**src/rtl/i2c_pkg.sv**
```systemverilog
// Shared definitions for the I2C register-file slave: FSM states, bus events, ACK levels.
// No logic; types and constants only.
// Imported by the pin filter and the slave top.
package i2c_pkg;

  typedef enum logic [3:0] {
    ST_IDLE,
    ST_ADDR,
    ST_ADDR_ACK,
    ST_PTR,
    ST_PTR_ACK,
    ST_WDAT,
    ST_WDAT_ACK,
    ST_RDAT,
    ST_RDAT_ACK,
    ST_IGNORE
  } state_t;

  // At most one bus event per cycle; START/STOP win over SCL edges.
  typedef enum logic [2:0] {
    EV_NONE,
    EV_START,
    EV_STOP,
    EV_RISE,
    EV_FALL
  } ev_t;

  localparam logic ACK  = 1'b0;
  localparam logic NACK = 1'b1;

endpackage

```
**src/rtl/i2c_pin_filter.sv**
```systemverilog
// Synchronises and glitch-filters SCL/SDA, then classifies bus events (START/STOP/RISE/FALL).
// Pin-to-filtered latency 2+FILT_LEN cycles; event pulse is combinational on the filtered level change.
// No backpressure: events are single-cycle pulses that must be consumed when presented.
module i2c_pin_filter
  import i2c_pkg::*;
#(
  parameter int FILT_LEN = 3
) (
  input  logic i_clk,
  input  logic i_rst_n,
  input  logic i_scl,
  input  logic i_sda,
  output ev_t  o_ev,
  output logic o_sda
);

  localparam logic [2:0] CNT_MAX = 3'(FILT_LEN - 1);

  // Index 0 = SCL, index 1 = SDA.
  logic [1:0] r_s1, r_s2, r_f, r_fd;
  logic [2:0] r_cnt [2];
  logic [1:0] w_raw;

  assign w_raw = {i_sda, i_scl};
  assign o_sda = r_f[1];

  // Two-flop synchroniser, then accept a new level only after FILT_LEN consecutive differing samples.
  always_ff @(posedge i_clk or negedge i_rst_n) begin
    if (!i_rst_n) begin
      r_s1 <= 2'b11;
      r_s2 <= 2'b11;
      r_f  <= 2'b11;
      r_fd <= 2'b11;
      for (int i = 0; i < 2; i++) r_cnt[i] <= '0;
    end else begin
      r_s1 <= w_raw;
      r_s2 <= r_s1;
      r_fd <= r_f;
      for (int i = 0; i < 2; i++) begin
        if (r_s2[i] == r_f[i]) begin
          r_cnt[i] <= '0;
        end else if (r_cnt[i] == CNT_MAX) begin
          r_f[i]   <= r_s2[i];
          r_cnt[i] <= '0;
        end else begin
          r_cnt[i] <= r_cnt[i] + 3'd1;
        end
      end
    end
  end

  // Classify the filtered transition; an SDA edge with SCL held high is a START/STOP.
  always_comb begin
    o_ev = EV_NONE;
    if (r_f[0] && r_fd[0] && r_fd[1] && !r_f[1]) begin
      o_ev = EV_START;
    end else if (r_f[0] && r_fd[0] && !r_fd[1] && r_f[1]) begin
      o_ev = EV_STOP;
    end else if (r_f[0] && !r_fd[0]) begin
      o_ev = EV_RISE;
    end else if (!r_f[0] && r_fd[0]) begin
      o_ev = EV_FALL;
    end
  end

endmodule

```
**src/rtl/i2c_slave_regfile.sv**
```systemverilog
// I2C slave exposing NUM_REGS byte registers via pointer-write / auto-increment / repeated-start read.
// SDA output updates one cycle after the filtered SCL fall; write strobe on the 8th data-bit rise.
// No fabric backpressure: wr_stb is a single-cycle pulse; the I2C master paces all transfers.
module i2c_slave_regfile
  import i2c_pkg::*;
#(
  parameter logic [6:0] SLV_ADDR = 7'h77,
  parameter int          NUM_REGS = 8,
  parameter logic [7:0]  RST_VAL  = 8'h52,
  parameter int          FILT_LEN = 3,
  localparam int         PW       = $clog2(NUM_REGS)
) (
  input  logic                  clk_25,
  input  logic                  reset_n,
  input  logic                  mst_scl_in,
  input  logic                  mst_sda_in,
  output logic                  int_sda_oe,
  output logic [NUM_REGS*8-1:0] reg_q,
  output logic                  wr_stb,
  output logic [PW-1:0]         wr_idx,
  output logic [7:0]            wr_data,
  output logic                  busy
);

  localparam logic [8:0]    NREG9 = 9'(NUM_REGS);
  localparam logic [PW-1:0] LAST  = PW'(NUM_REGS - 1);

  ev_t           w_ev;
  logic          w_sda;
  logic [7:0]    w_byte;
  logic [7:0]    w_rd;
  logic [PW-1:0] w_ptr_nxt;
  logic          w_ptr_ok;

  state_t        r_state;
  logic [3:0]    r_cnt;
  logic [7:0]    r_sh;
  logic [PW-1:0] r_ptr;
  logic          r_ptr_wr;
  logic          r_rw;
  logic          r_mack;
  logic [7:0]    r_regs [NUM_REGS];

  i2c_pin_filter #(.FILT_LEN(FILT_LEN)) u_pins (
    .i_clk   (clk_25),
    .i_rst_n (reset_n),
    .i_scl   (mst_scl_in),
    .i_sda   (mst_sda_in),
    .o_ev    (w_ev),
    .o_sda   (w_sda)
  );

  assign w_byte    = {r_sh[6:0], w_sda};
  assign w_rd      = r_regs[r_ptr];
  assign w_ptr_nxt = (r_ptr == LAST) ? '0 : r_ptr + PW'(1);
  assign w_ptr_ok  = ({1'b0, r_sh} < NREG9);

  for (genvar gi = 0; gi < NUM_REGS; gi++) begin : g_q
    assign reg_q[gi*8 +: 8] = r_regs[gi];
  end

  // Protocol FSM: bits are shifted on SCL rise, SDA drive changes on SCL fall.
  always_ff @(posedge clk_25 or negedge reset_n) begin
    if (!reset_n) begin
      r_state    <= ST_IDLE;
      r_cnt      <= '0;
      r_sh       <= '0;
      r_ptr      <= '0;
      r_ptr_wr   <= 1'b0;
      r_rw       <= 1'b0;
      r_mack     <= NACK;
      int_sda_oe <= 1'b1;
      wr_stb     <= 1'b0;
      wr_idx     <= '0;
      wr_data    <= '0;
      busy       <= 1'b0;
      for (int i = 0; i < NUM_REGS; i++) r_regs[i] <= RST_VAL;
    end else begin
      wr_stb <= 1'b0;
      if (w_ev == EV_START) begin
        r_state    <= ST_ADDR;
        r_cnt      <= '0;
        r_ptr_wr   <= 1'b0;
        int_sda_oe <= 1'b1;
        busy       <= 1'b1;
      end else if (w_ev == EV_STOP) begin
        r_state    <= ST_IDLE;
        int_sda_oe <= 1'b1;
        busy       <= 1'b0;
      end else if (w_ev == EV_RISE) begin
        case (r_state)
          ST_ADDR, ST_PTR, ST_WDAT: begin
            r_sh  <= w_byte;
            r_cnt <= r_cnt + 4'd1;
            if (r_state == ST_WDAT && r_cnt == 4'd7) begin
              r_regs[r_ptr] <= w_byte;
              wr_stb        <= 1'b1;
              wr_idx        <= r_ptr;
              wr_data       <= w_byte;
            end
          end
          ST_RDAT: r_cnt <= r_cnt + 4'd1;
          ST_RDAT_ACK: begin
            r_mack <= w_sda;
            if (w_sda == ACK) r_ptr <= w_ptr_nxt;
          end
          default: ;
        endcase
      end else if (w_ev == EV_FALL) begin
        case (r_state)
          ST_ADDR: begin
            if (r_cnt == 4'd8) begin
              r_cnt <= '0;
              if (r_sh[7:1] == SLV_ADDR) begin
                r_state    <= ST_ADDR_ACK;
                r_rw       <= r_sh[0];
                int_sda_oe <= ACK;
              end else begin
                r_state <= ST_IGNORE;
              end
            end
          end
          ST_ADDR_ACK: begin
            r_cnt <= '0;
            if (r_rw) begin
              r_state    <= ST_RDAT;
              int_sda_oe <= w_rd[7];
              r_sh       <= {w_rd[6:0], 1'b0};
            end else begin
              r_state    <= r_ptr_wr ? ST_WDAT : ST_PTR;
              int_sda_oe <= 1'b1;
            end
          end
          ST_PTR: begin
            if (r_cnt == 4'd8) begin
              r_cnt <= '0;
              if (w_ptr_ok) begin
                r_ptr      <= r_sh[PW-1:0];
                r_ptr_wr   <= 1'b1;
                r_state    <= ST_PTR_ACK;
                int_sda_oe <= ACK;
              end else begin
                // Out-of-range pointer: leave SDA released (NACK) and drop the transfer.
                r_state <= ST_IGNORE;
              end
            end
          end
          ST_PTR_ACK, ST_WDAT_ACK: begin
            r_cnt      <= '0;
            r_state    <= ST_WDAT;
            int_sda_oe <= 1'b1;
          end
          ST_WDAT: begin
            if (r_cnt == 4'd8) begin
              r_cnt      <= '0;
              r_ptr      <= w_ptr_nxt;
              r_state    <= ST_WDAT_ACK;
              int_sda_oe <= ACK;
            end
          end
          ST_RDAT: begin
            if (r_cnt == 4'd8) begin
              r_cnt      <= '0;
              r_state    <= ST_RDAT_ACK;
              int_sda_oe <= 1'b1;
            end else begin
              int_sda_oe <= r_sh[7];
              r_sh       <= {r_sh[6:0], 1'b0};
            end
          end
          ST_RDAT_ACK: begin
            r_cnt <= '0;
            if (r_mack == ACK) begin
              // Pointer already advanced on the ACK rise, so w_rd is the next register.
              r_state    <= ST_RDAT;
              int_sda_oe <= w_rd[7];
              r_sh       <= {w_rd[6:0], 1'b0};
            end else begin
              r_state <= ST_IGNORE;
            end
          end
          default: ;
        endcase
      end
    end
  end

endmodule

```
**config.mk**
```make
export PLATFORM = sky130hd
export DESIGN_NAME = i2c_slave_regfile
export DESIGN_NICKNAME = d
export VERILOG_FILES = /design/src/rtl/i2c_pkg.sv /design/src/rtl/i2c_pin_filter.sv /design/src/rtl/i2c_slave_regfile.sv
export SDC_FILE = /design/constraint.sdc
export NUM_CORES = 1
export LEC_CHECK = 0
export CAP_MARGIN = 20
export CORE_ASPECT_RATIO = 0.8
export CORE_MARGIN = 4
export CORE_UTILIZATION = 45
export CTS_BUF_LIST = sky130_fd_sc_hd__clkbuf_4 sky130_fd_sc_hd__clkbuf_8
export DETAILED_ROUTE_END_ITERATION = 12
export HOLD_SLACK_MARGIN = 0.02
export PLACE_DENSITY_LB_ADDON = 0.05
export SLEW_MARGIN = 30
export SYNTH_ARGS = -nofsm -noshare
export SYNTH_HDL_FRONTEND = slang
export SYNTH_SLANG_ARGS = --single-unit
```
**constraint.sdc**
```tcl
create_clock -name clk_25 -period 2 [get_ports clk_25]
set_clock_uncertainty 0.2 [all_clocks]
set_input_delay 0.6 -clock clk_25 [delete_from_list [all_inputs] [get_ports clk_25]]
set_output_delay 0.6 -clock clk_25 [all_outputs]
set_load 0.01 [all_outputs]
```
# Word-level counts from Yosys, hierarchy flattened
# Cells that the tools add are included.
[word_totals] ff_bits=114 inputBits=4 out_inout_bits=78 word_cells=199
[classes] eq_ne=42 n_reduce_logical=39 bitwise=6 add_sub_neg=4 order_cmp=3 mux=78
[ops] operator="8-bit two-way mux" count=9
[ops] operator="4-bit two-way mux" count=17
[ops] operator="64-bit bitwise mux" count=1
[ops] operator="3-bit two-way mux" count=18
[ops] operator="4-bit inequality test (second input constant)" count=7
[ops] operator="4-bit case mux with 7 select lines" count=1
[ops] operator="1-bit two-way mux" count=26
[ops] operator="8-bit binary-select mux with 3-bit select" count=1
[ops] operator="8-bit demux with 3-bit select" count=1
[ops] operator="8-bit case mux with 3 select lines" count=1
[ops] operator="3-bit inequality test (second input constant)" count=7
[ops] operator="4-bit by 3-bit == test with 1-bit output (second input constant)" count=5
[ops] operator="9-bit AND reduction" count=2
[ops] operator="7-bit AND reduction" count=2
[ops] operator="3-bit by 2-bit == test with 1-bit output (second input constant)" count=4
[ops] operator="2-bit nonzero test" count=6
[ops] operator="5-bit AND reduction" count=2
[ops] operator="3-bit by 1-bit adder with 3-bit output (second input constant)" count=3
[ops] operator="1-bit logical AND" count=9
[ops] operator="3-bit nonzero test" count=3
[ops] operator="9-bit nonzero test" count=1
[ops] operator="4-bit by 2-bit == test with 1-bit output (second input constant)" count=2
[ops] operator="4-bit == test (second input constant)" count=2
[ops] operator="8-bit by 4-bit < comparator with 1-bit output (second input constant)" count=1
[ops] operator="27 further kinds" count=41

# Longest topological paths before layout
# Gate-level depths: netlist of the first run.
[logic_depth] word_depth=11 depth_mapped=8

# Cells and area by module
# Synthesis of the first run repeated with hierarchy kept, for this count alone.
[hier_totals] hier_cells=448 hier_area_um2=5662.9
[by_module_without_submodules] mod="i2c_slave_regfile" seq_area_each_um2=2534.9 area_each_um2=5098.6 instances=1 cells_per_inst=407
[by_module_without_submodules] mod="i2c_pin_filter" seq_area_each_um2=360.3 area_each_um2=564.3 instances=1 cells_per_inst=41

# Worst setup path after synthesis of the first run
# No wires, ideal clock.
[synth_path] kind="reg-to-reg" start="register u_pins.r_f[0]" end="register r_regs (netlist bit reg_q[40])" arrival_time_ps=1784 synth_period_minus_slack_ps=2109 stages_incl_launch_ff=7 setup_time_ps=125 slack_ps=-109 path_buffers=2 path_cell_list="dfstp_2 -> nor2b_1 -> and3_1 -> buf_6 -> and4b_1 -> buf_6 -> mux2_4"
[synth_between] elab_chain_cells=9 elab_cells_between_ends=18 classes_between="3 x eq/ne; 4 x mux; 2 x bitwise; 9 x reduce/logical"
[synth_lines] item="start, declared" line_no="i2c_pin_filter.sv:20" text="logic [1:0] r_s1, r_s2, r_f, r_fd;"
[synth_lines] item="start signal, assigned by index" line_no="i2c_pin_filter.sv:43" text="r_f[i] <= r_s2[i];"
[synth_lines] item="1-bit zero test" line_no="i2c_pin_filter.sv:61" text="end else if (!r_f[0] && r_fd[0]) begin"
[synth_lines] item="1-bit logical AND" line_no="i2c_pin_filter.sv:61"
[synth_lines] item="3-bit two-way mux" line_no="i2c_pin_filter.sv:61"
[synth_lines] item="3-bit two-way mux" line_no="i2c_pin_filter.sv:59" text="end else if (r_f[0] && !r_fd[0]) begin"
[synth_lines] item="3-bit two-way mux" line_no="i2c_pin_filter.sv:57" text="end else if (r_f[0] && r_fd[0] && !r_fd[1] && r_f[1]) begin"
[synth_lines] item="3-bit two-way mux *" line_no="i2c_pin_filter.sv:55" text="if (r_f[0] && r_fd[0] && r_fd[1] && !r_f[1]) begin"
[synth_lines] item="3-bit by 2-bit == test with 1-bit output or 3-bit by 1-bit == test with 1-bit output (tied branches)" line_no="i2c_slave_regfile.sv:86, i2c_slave_regfile.sv:80"
[synth_lines] item="1-bit NOT (no line)"
[synth_lines] item="5-bit AND reduction (no line) *"
[synth_lines] item="end signal, assigned by index" line_no="i2c_slave_regfile.sv:96" text="r_regs[r_ptr] <= w_byte;"
[synth_lines] item="end, declared" line_no="i2c_slave_regfile.sv:42" text="logic [7:0] r_regs [NUM_REGS];"
# Mark *: on every way between the ends. The rest lies on a longest branch, timed or not.
# A chain may end at the register's enable or synchronous reset.

# Worst setup path after layout of the first run
[layout_path] start="register r_cnt[1]" end="register r_ptr[1]"
[layout_between] elab_chain_cells=3 elab_cells_between_ends=4 classes_between="3 x eq/ne; 1 x reduce/logical"
[layout_lines] item="start, declared" line_no="i2c_slave_regfile.sv:36" text="logic [3:0] r_cnt;"
[layout_lines] item="start signal, assigned" line_no="i2c_slave_regfile.sv:94" text="r_cnt <= r_cnt + 4'd1;"
[layout_lines] item="start signal, assigned" line_no="i2c_slave_regfile.sv:102" text="ST_RDAT: r_cnt <= r_cnt + 4'd1;"
[layout_lines] item="4-bit == test *" line_no="i2c_slave_regfile.sv:135, i2c_slave_regfile.sv:154"
[layout_lines] item="3-bit inequality test (no line) or 3-bit by 2-bit inequality test with 1-bit output (tied branches)"
[layout_lines] item="9-bit AND reduction (no line) *"
[layout_lines] item="end signal, assigned" line_no="i2c_slave_regfile.sv:105" text="if (w_sda == ACK) r_ptr <= w_ptr_nxt;"
[layout_lines] item="end signal, assigned" line_no="i2c_slave_regfile.sv:138" text="r_ptr <= r_sh[PW-1:0];"
[layout_lines] item="end signal, assigned" line_no="i2c_slave_regfile.sv:156" text="r_ptr <= w_ptr_nxt;"
[layout_lines] item="end, declared" line_no="i2c_slave_regfile.sv:38" text="logic [PW-1:0] r_ptr;"
# Marks and branches as above.

==> results by group, run 1 <==
Status
  • Status: complete, but fails checks
  • Failing checks: setup timing

Synth
  • Syn Inst Count: 453
  • Synth Area in Compound Gates: 0.07595
  • Synth Area per Inst: between 10 and 15 sq um
  • Post-synthesis cell type count: between 60 and 70
  • Synth top area share: 0.3502
  • Yosys warning count: 0
  • Mux contribution to synthesized area: 0.2410
  • Synth Area in XOR/XNOR: 0.007660
  • EDFF count, synth: 0
  • Mapped Area: between 5000 and 6000 sq um
  • Synth Area in Adders: 0.008755
  • Most frequent cell after synthesis: dfrtp_1
  • Dominant cells by area after synthesis: dfrtp_1 35%, dfstp_2 16%, mux2_2 15%
  • Post-synth top cells: 80 x dfrtp_1, 76 x mux2_2, 34 x dfstp_2
  • Primary FF master, synth: dfrtp_1
  • Syn_nets: around 460
  • FF+latch count, synth: between 100 and 150
  • Register area share after synthesis: 0.5065
  • Simple-Gate Fraction of Synth Area: 0.1248
  • Main combinational cell family by area after synthesis: multiplexers
  • Synth area leader: dfrtp_1
  • Ys async rst share: 1.000

Setup path
  • Worst-path maximum fanout: 3
  • Reg2reg end: r_ptr[1]
  • Kind of critical path: flop to flop
  • Setup crit end kind: flop
  • WP data required: 2130 ps
  • R2r startpoint: r_cnt[1]
  • R2R depth: 8
  • CP startpoint kind: flop
  • Reg2reg setup slack: -60 ps
  • WP data arrival: about 2200 ps

Clock network
  • TritonCTS clock tree: yes
  • Clock Path Buffers: 2
  • CTS Root Cell: clkbuf_8
  • CTS H-tree lvls: 4
  • Sink Count: between 100 and 150
  • Clock Latency Late Sink: 430 ps
  • Num CTS Buffers: 17
  • CTS clk-pin slew, worst paths: ~70 ps

Pwr
  • Power per cell area: between 900 and 1000 nW/um^2
  • Pwr Total: 7.522 mW
  • Cell leakage power: roughly 4.0 nW
  • Worst vdd ir: 0.7705 mV

Floorplanning
  • Die width: 134.0 microns
  • I/O pin total: 82
  • Core Area: 12300 sq um
  • DIE HEIGHT: approximately 110 microns
  • Starting Density: 0.4649
  • Die Area: 14580 sq um
  • Cell row count: 36

GRT
  • Gr usage total: 0.2329
  • Grt ovf: 0
  • Largest net degree at the start of global routing: 50
  • Vias in the first global route: ~4700
  • First-pass GRT wire length: between 20000 and 30000 microns
  • Initial antenna violation count: 0

Finish
  • Fillers: 970
  • Reg area: 2897 sq um
  • Layout cells sized above 1: 0.5446
  • Area growth, synth to finish: 42.77%
  • Ant diodes: 0
  • Final net count: approximately 630
  • Area of the multi-input gates: approximately 2900 sq um

Route
  • Number of routed nets with antenna violations: 0
  • Via count: about 4400
  • Detailed-route vias per instance: 5.474
  • Metal-1 WL: 8122 microns
  • Met2 WL: roughly 7300 microns
  • Pre-Repair DR Iteration Count: 4
  • # DRC: 0
  • Routed length per instance: roughly 20 microns
  • Routed WL: between 15000 and 20000 microns
  • Wire length on met3: between 900 and 1000 microns
  • Starting DRT DRC Count: 280
  • Max Used Layer: met4

Timing
  • Worst hold-check slack: approximately 160 ps
  • Endpoints failing setup: 21
  • PnR worst setup slack: -63.73 ps
  • Worst-Margin Slew: about 430 ps
  • Fin. max-slew vios: 0
  • Slew HR: 0.7164
  • Part of the cycle the worst path needs: 1.032
  • Crit path time final: 2064 ps
  • RSZ-0062 raised after global routing: true
  • Hold violation count in the final report: 0
  • Peak Freq: between 0.4 and 0.5 GHz

Hold path
  • Hold depth: 0
  • Worst Min Path Start: u_pins.r_s1[1]
  • Worst min-delay path endpoint: u_pins.r_s2[1]
  • Hold WC Path Type: flop to flop

Place
  • Post-DP HPWL: 11270 microns
  • Global placer's final weighted congestion: between 0.8 and 0.9
  • IO buf count: between 80 and 90

Flow run
  • Max-cap viol count: 0
## metrics by stage
stage | instance area, sq um | utilization | instances | setup WS, ps | TNS (ps)
floorplan | 5725 | - | 453 | -35.54 | -177.7
global placement | 7236 | 0.5884 | 741 | -141.6 | -2017
detailed placement | 7236 | 0.5884 | 741 | -126.0 | -4648
CTS | 7754 | 0.6305 | 792 | -31.45 | -148.4
global route | 8162 | 0.6637 | 810 | -141.5 | -3107
finish | 8162 | 0.6637 | 810 | -63.73 | -470.2
## timing repair
item	4_1_cts	5_1_grt
pin swaps	5	13
endpoints found under the setup margin	159	88
setup buffers	18	16
gates cloned	0	2
resized for setup	186	58
hold endpoints to repair	10	0
hold buffers	1	0
## placed cells by master (no fill, tap or decap), types with 3 or more instances in the layout
cell and instances:
nand2_1 21, a21oi_1 5, clkinv_2 3, buf_12 13
nand3b_1 5, inv_1 8, dfrtp_1 79, nor3b_1 3
clkdlybuf4s15_1 4, nor2b_1 18, a211oi_2 3, buf_4 74
buf_2 25, a211oi_1 7, xnor2_1 3, bufinv_16 3
a21oi_2 3, a31oi_1 4, mux2_4 16, dfstp_2 34
mux4_2 16, dlygate4sd2_1 49, nand3_4 3, o21ai_2 3
nor2_1 29, o31ai_2 3, nand2b_1 5, mux2_2 68
buf_6 16, clkbuf_8 20, clkbuf_4 3, nor3_1 4
o31ai_1 6, mux2i_1 3, o21ai_0 10, o21ai_1 4
nor2_2 3
## cells by family after synthesis
group | Yosys count
DFF | 114
buffers and inverters | 41
adders and majority gates | 4
and+or+nand+nor | 121
muxes | 104
xor gates and xnor gates | 5
AOI/OAI and AO/OA | 64
## worst max-delay path, stage by stage (launching register included)
cell and delay (ps):
dfrtp_1 390, buf_6 130, inv_4 50, ha_4 110, nand3b_1 110, or2_4 300, o31ai_4 190, nand3_2 150
mux2_4 330
## per-layer routing
layer	global-route usage	vias up
met2	0.3385	127
met1	0.3434	2289
met3	0.06227	16
met5	0	-
met4	0.06904	0
li1	-	2002
## cell type report
cell class	count	area share
inverter	9	0.004446
multi-input combinational	298	0.3574
timing repair buffer	186	0.2047
tap	171	0.02621
clock buffer	23	0.03649
sequential	114	0.3549
clock inverter	9	0.01594
## flip-flops by register name (all words and copies together), names as in the netlist, 2 cells and up
name	count
wr_idx	3
u_pins.r_cnt	6
r_state	4
u_pins.r_f	2
wr_data	8
u_pins.r_fd	2
reg_q	64
r_sh	8
u_pins.r_s1	2
r_cnt	4
r_ptr	3
u_pins.r_s2	2
## report_power, final
| part | internal [mW] | total (mW) | switching (mW) |
|---|---|---|---|
| registers | 2.55 | 2.74 | 0.193 |
| logic | 1.12 | 2.46 | 1.34 |
| clock network | 1.37 | 2.33 | 0.955 |
| total | 5.04 | 7.52 | 2.48 |
## worst max path at each step
| stage | startpoint | to | slack [ps] | depth (start not counted) |
|---|---|---|---|---|
| 2_1_floorplan | r_state[0] | reg_q[40] | -40 | 8 |
| 3_5_place_dp | r_cnt[1] | r_ptr[1] | -130 | 8 |
| 4_1_cts | r_cnt[1] | r_sh[4] | -30 | 10 |
| 5_1_grt | r_cnt[1] | r_sh[2] | -140 | 10 |
| 3_3_place_gp | r_state[3] | r_state[0] | -140 | 7 |
| 6_report | r_cnt[1] | r_ptr[1] | -60 | 8 |
No activity file was read; power rests on OpenSTA's default activity.
==> inputs of run 2 (changes only) <==
--- a/config.mk
+++ b/config.mk
@@ -8,7 +8,7 @@
 export CAP_MARGIN = 20
 export CORE_ASPECT_RATIO = 0.8
 export CORE_MARGIN = 4
-export CORE_UTILIZATION = 45
+export CORE_UTILIZATION = 30
 export CTS_BUF_LIST = sky130_fd_sc_hd__clkbuf_4 sky130_fd_sc_hd__clkbuf_8
 export DETAILED_ROUTE_END_ITERATION = 12
 export HOLD_SLACK_MARGIN = 0.02
==> constraint.sdc (replaced) <==
create_clock -name clk_25 -period 2 [get_ports clk_25]
set_clock_uncertainty 0.2 [all_clocks]
set_input_delay 0.2 -clock clk_25 [delete_from_list [all_inputs] [get_ports clk_25]]
set_output_delay 0.2 -clock clk_25 [all_outputs]
set_load 0.01 [all_outputs]
==> run 2 against run 1 <==
Compared with the run above: the run still ends with setup timing left; power grew 0.80%; sequential cell count is the same; first-iteration DRC count is 34% lower; register-to-register slack lost 50 ps; clock power fell by 4%; clock-buffer cell count down 5; final cell count rose by 8.3%; non-clock buffer count decreased by 15; via count is 3.4% lower; hold slack worse by 38 ps; largest power group unchanged; highest routed layer unchanged.
==> results by group, run 2 (same netlist as run 1, synthesis figures left out) <==
Pwr
  • Worst vdd ir: 0.3772 mV
  • Cell leakage power: around 3.7 nW
  • Pwr Total: approximately 7.6 mW
  • Power per cell area: roughly 900 nW/um^2

Route
  • Pre-Repair DR Iteration Count: 4
  • Detailed-route vias per instance: between 4 and 5
  • # DRC: 0
  • Via count: 4282
  • Routed WL: 17570 microns
  • Number of routed nets with antenna violations: 0
  • Routed length per instance: 20.04 microns
  • Starting DRT DRC Count: 185

Setup path
  • Kind of critical path: flop to flop
  • WP depth: 10
  • R2R depth: 10
  • Worst-path maximum fanout: 8
  • WP data arrival: approximately 2300 ps
  • Worst path buffer plus inverter count: 4
  • Delay of the slowest critical-path stage: 410 ps
  • Crit-path slowest cell: dfrtp_1
  • CP startpoint kind: flop
  • CP Cell Sequence: buf_4 -> inv_2 -> ha_4 -> nand3b_1 -> buf_6 -> nor3b_4 -> o32ai_4 -> clkbuf_16 -> nand2_1 -> o21ai_1
  • Delay-heaviest family, CP: buffers and inverters
  • WP data required: 2160 ps
  • Setup crit end kind: flop

Floorplanning
  • Core Area: between 15000 and 20000 sq um
  • Die Area: around 21000 sq um
  • Die width: 162.3 microns
  • Cell row count: between 40 and 50
  • Starting Density: 0.3100
  • DIE HEIGHT: between 100 and 150 microns
  • I/O pin total: between 80 and 90

Clock network
  • Num CTS Buffers: 17
  • CTS Root Cell: clkbuf_8
  • CTS H-tree lvls: 4
  • Sink Count: about 110
  • Clock Latency Late Sink: 440 ps
  • CTS clk-pin slew, worst paths: roughly 70 ps
  • Clock Path Buffers: 2
  • TritonCTS clock tree: yes

Finish
  • Area growth, synth to finish: 46.75%
  • Ant diodes: 0
  • Most common cell after layout, fill and taps aside: dfrtp_1
  • Layout cells sized above 1: 0.5048
  • Max reg flops: 64
  • Final net count: about 620
  • Post-route insts no fill: 877
  • Most frequent cells in the layout: 78 x dfrtp_1, 76 x clkdlybuf4s50_1, 60 x buf_4

Timing
  • PnR worst setup slack: -118.7 ps
  • Fin. max-slew vios: 0
  • Worst-Margin Slew: ~450 ps
  • RSZ-0062 raised after global routing: true
  • Peak Freq: 0.4720 GHz
  • Hold violation count in the final report: 0
  • Endpoints failing setup: 58
  • Slew HR: 0.6979
  • Setup TNS: -3026 ps
  • Part of the cycle the worst path needs: 1.059
  • Crit path time final: 2119 ps

Status
  • Failing checks: setup timing
  • Status: complete, but fails checks

Place
  • IO buf count: 81
  • DP Cell Count: 830
  • Post-DP HPWL: between 10000 and 15000 microns
  • Global placer's final weighted congestion: 0.8543

GRT
  • Vias in the first global route: about 4500
  • Gr usage total: 0.1665
  • Initial antenna violation count: 0
  • Grt ovf: 0
  • First-pass GRT wire length: 27450 microns
  • Largest net degree at the start of global routing: 63

Flow run
  • Max-cap viol count: 0

Hold path
  • Hold WC Path Type: input pin to asynchronous set/reset pin
run 2: cell types whose count changed in the layout (fill, tap and decap cells not counted), sizes merged:
cell and delta:
clkinv -3, inv +5, bufinv -1, buf -42, clkinvlp +4, dlygate4sd2 -49, clkbuf -5, dlygate4sd3 +2
dlymetal6s2s +4, clkdlybuf4s15 -4, clkdlybuf4s50 +74
run 2: area by class of cell:
| cell class | instances | area (sq um) |
|---|---|---|
| Fill cell | 1721 | 10050 |
| Multi-Input combinational cell | 298 | 3002 |
| Sequential cell | 114 | 2898 |
| Timing Repair Buffer | 171 | 1740 |
| Tap cell | 253 | 316.6 |
| Clock buffer | 18 | 247.7 |
| Clock inverter | 14 | 151.4 |
| Inverter | 9 | 33.78 |
run 2: stage by stage:
step	utilization	area [sq um]	setup slack, ps	hold slack, ps
floorplan	-	5725	-35.54	-295.6
global placement	0.4007	7391	-111.0	39.60
detailed placement	0.4007	7391	-118.0	33.71
CTS	0.4364	8049	-97.12	123.0
global route	0.4549	8389	-214.7	145.5
finish	0.4549	8389	-118.7	119.1
run 2: what timing repair did:
item,CTS,global route
resized for setup,48,60
endpoints found under the hold margin,116,0
setup endpoints to repair,88,98
gates cloned,0,3
buffers inserted,2,7
pin swaps,6,10
hold buffers,3,0
run 2: tightest hold or removal path, stage by stage:
cell	delay (ps)
dlygate4sd3_1	530
buf_4	140
buf_12	270
run 2: final timing paths:
check | endpoint | slack [ps] | start
setup / recovery | r_sh[0] | -120 | r_cnt[1]
hold / removal | wr_stb | 120 | reset_n
setup reg to reg | r_sh[0] | -120 | r_cnt[1]
hold reg to reg | u_pins.r_s2[0] | 160 | u_pins.r_s1[0]
max in group asynchronous | reg_q[17] | 1120 | reset_n
min in group clk_25 | u_pins.r_s2[0] | 160 | u_pins.r_s1[0]
run 2: where the power goes:
| part | internal, mW | switching, mW | total [mW] |
|---|---|---|---|
| combinational | 1.20 | 1.40 | 2.60 |
| clock | 1.15 | 1.08 | 2.23 |
| sequential | 2.55 | 0.202 | 2.75 |
| total | 4.90 | 2.68 | 7.58 |
run 2: metal layers:
metal / track usage / wire, microns
met3: 0.04665 / 957
met5: 0 / 0
met1: 0.2594 / 9096
met2: 0.2272 / 7373
met4: 0.03805 / 146
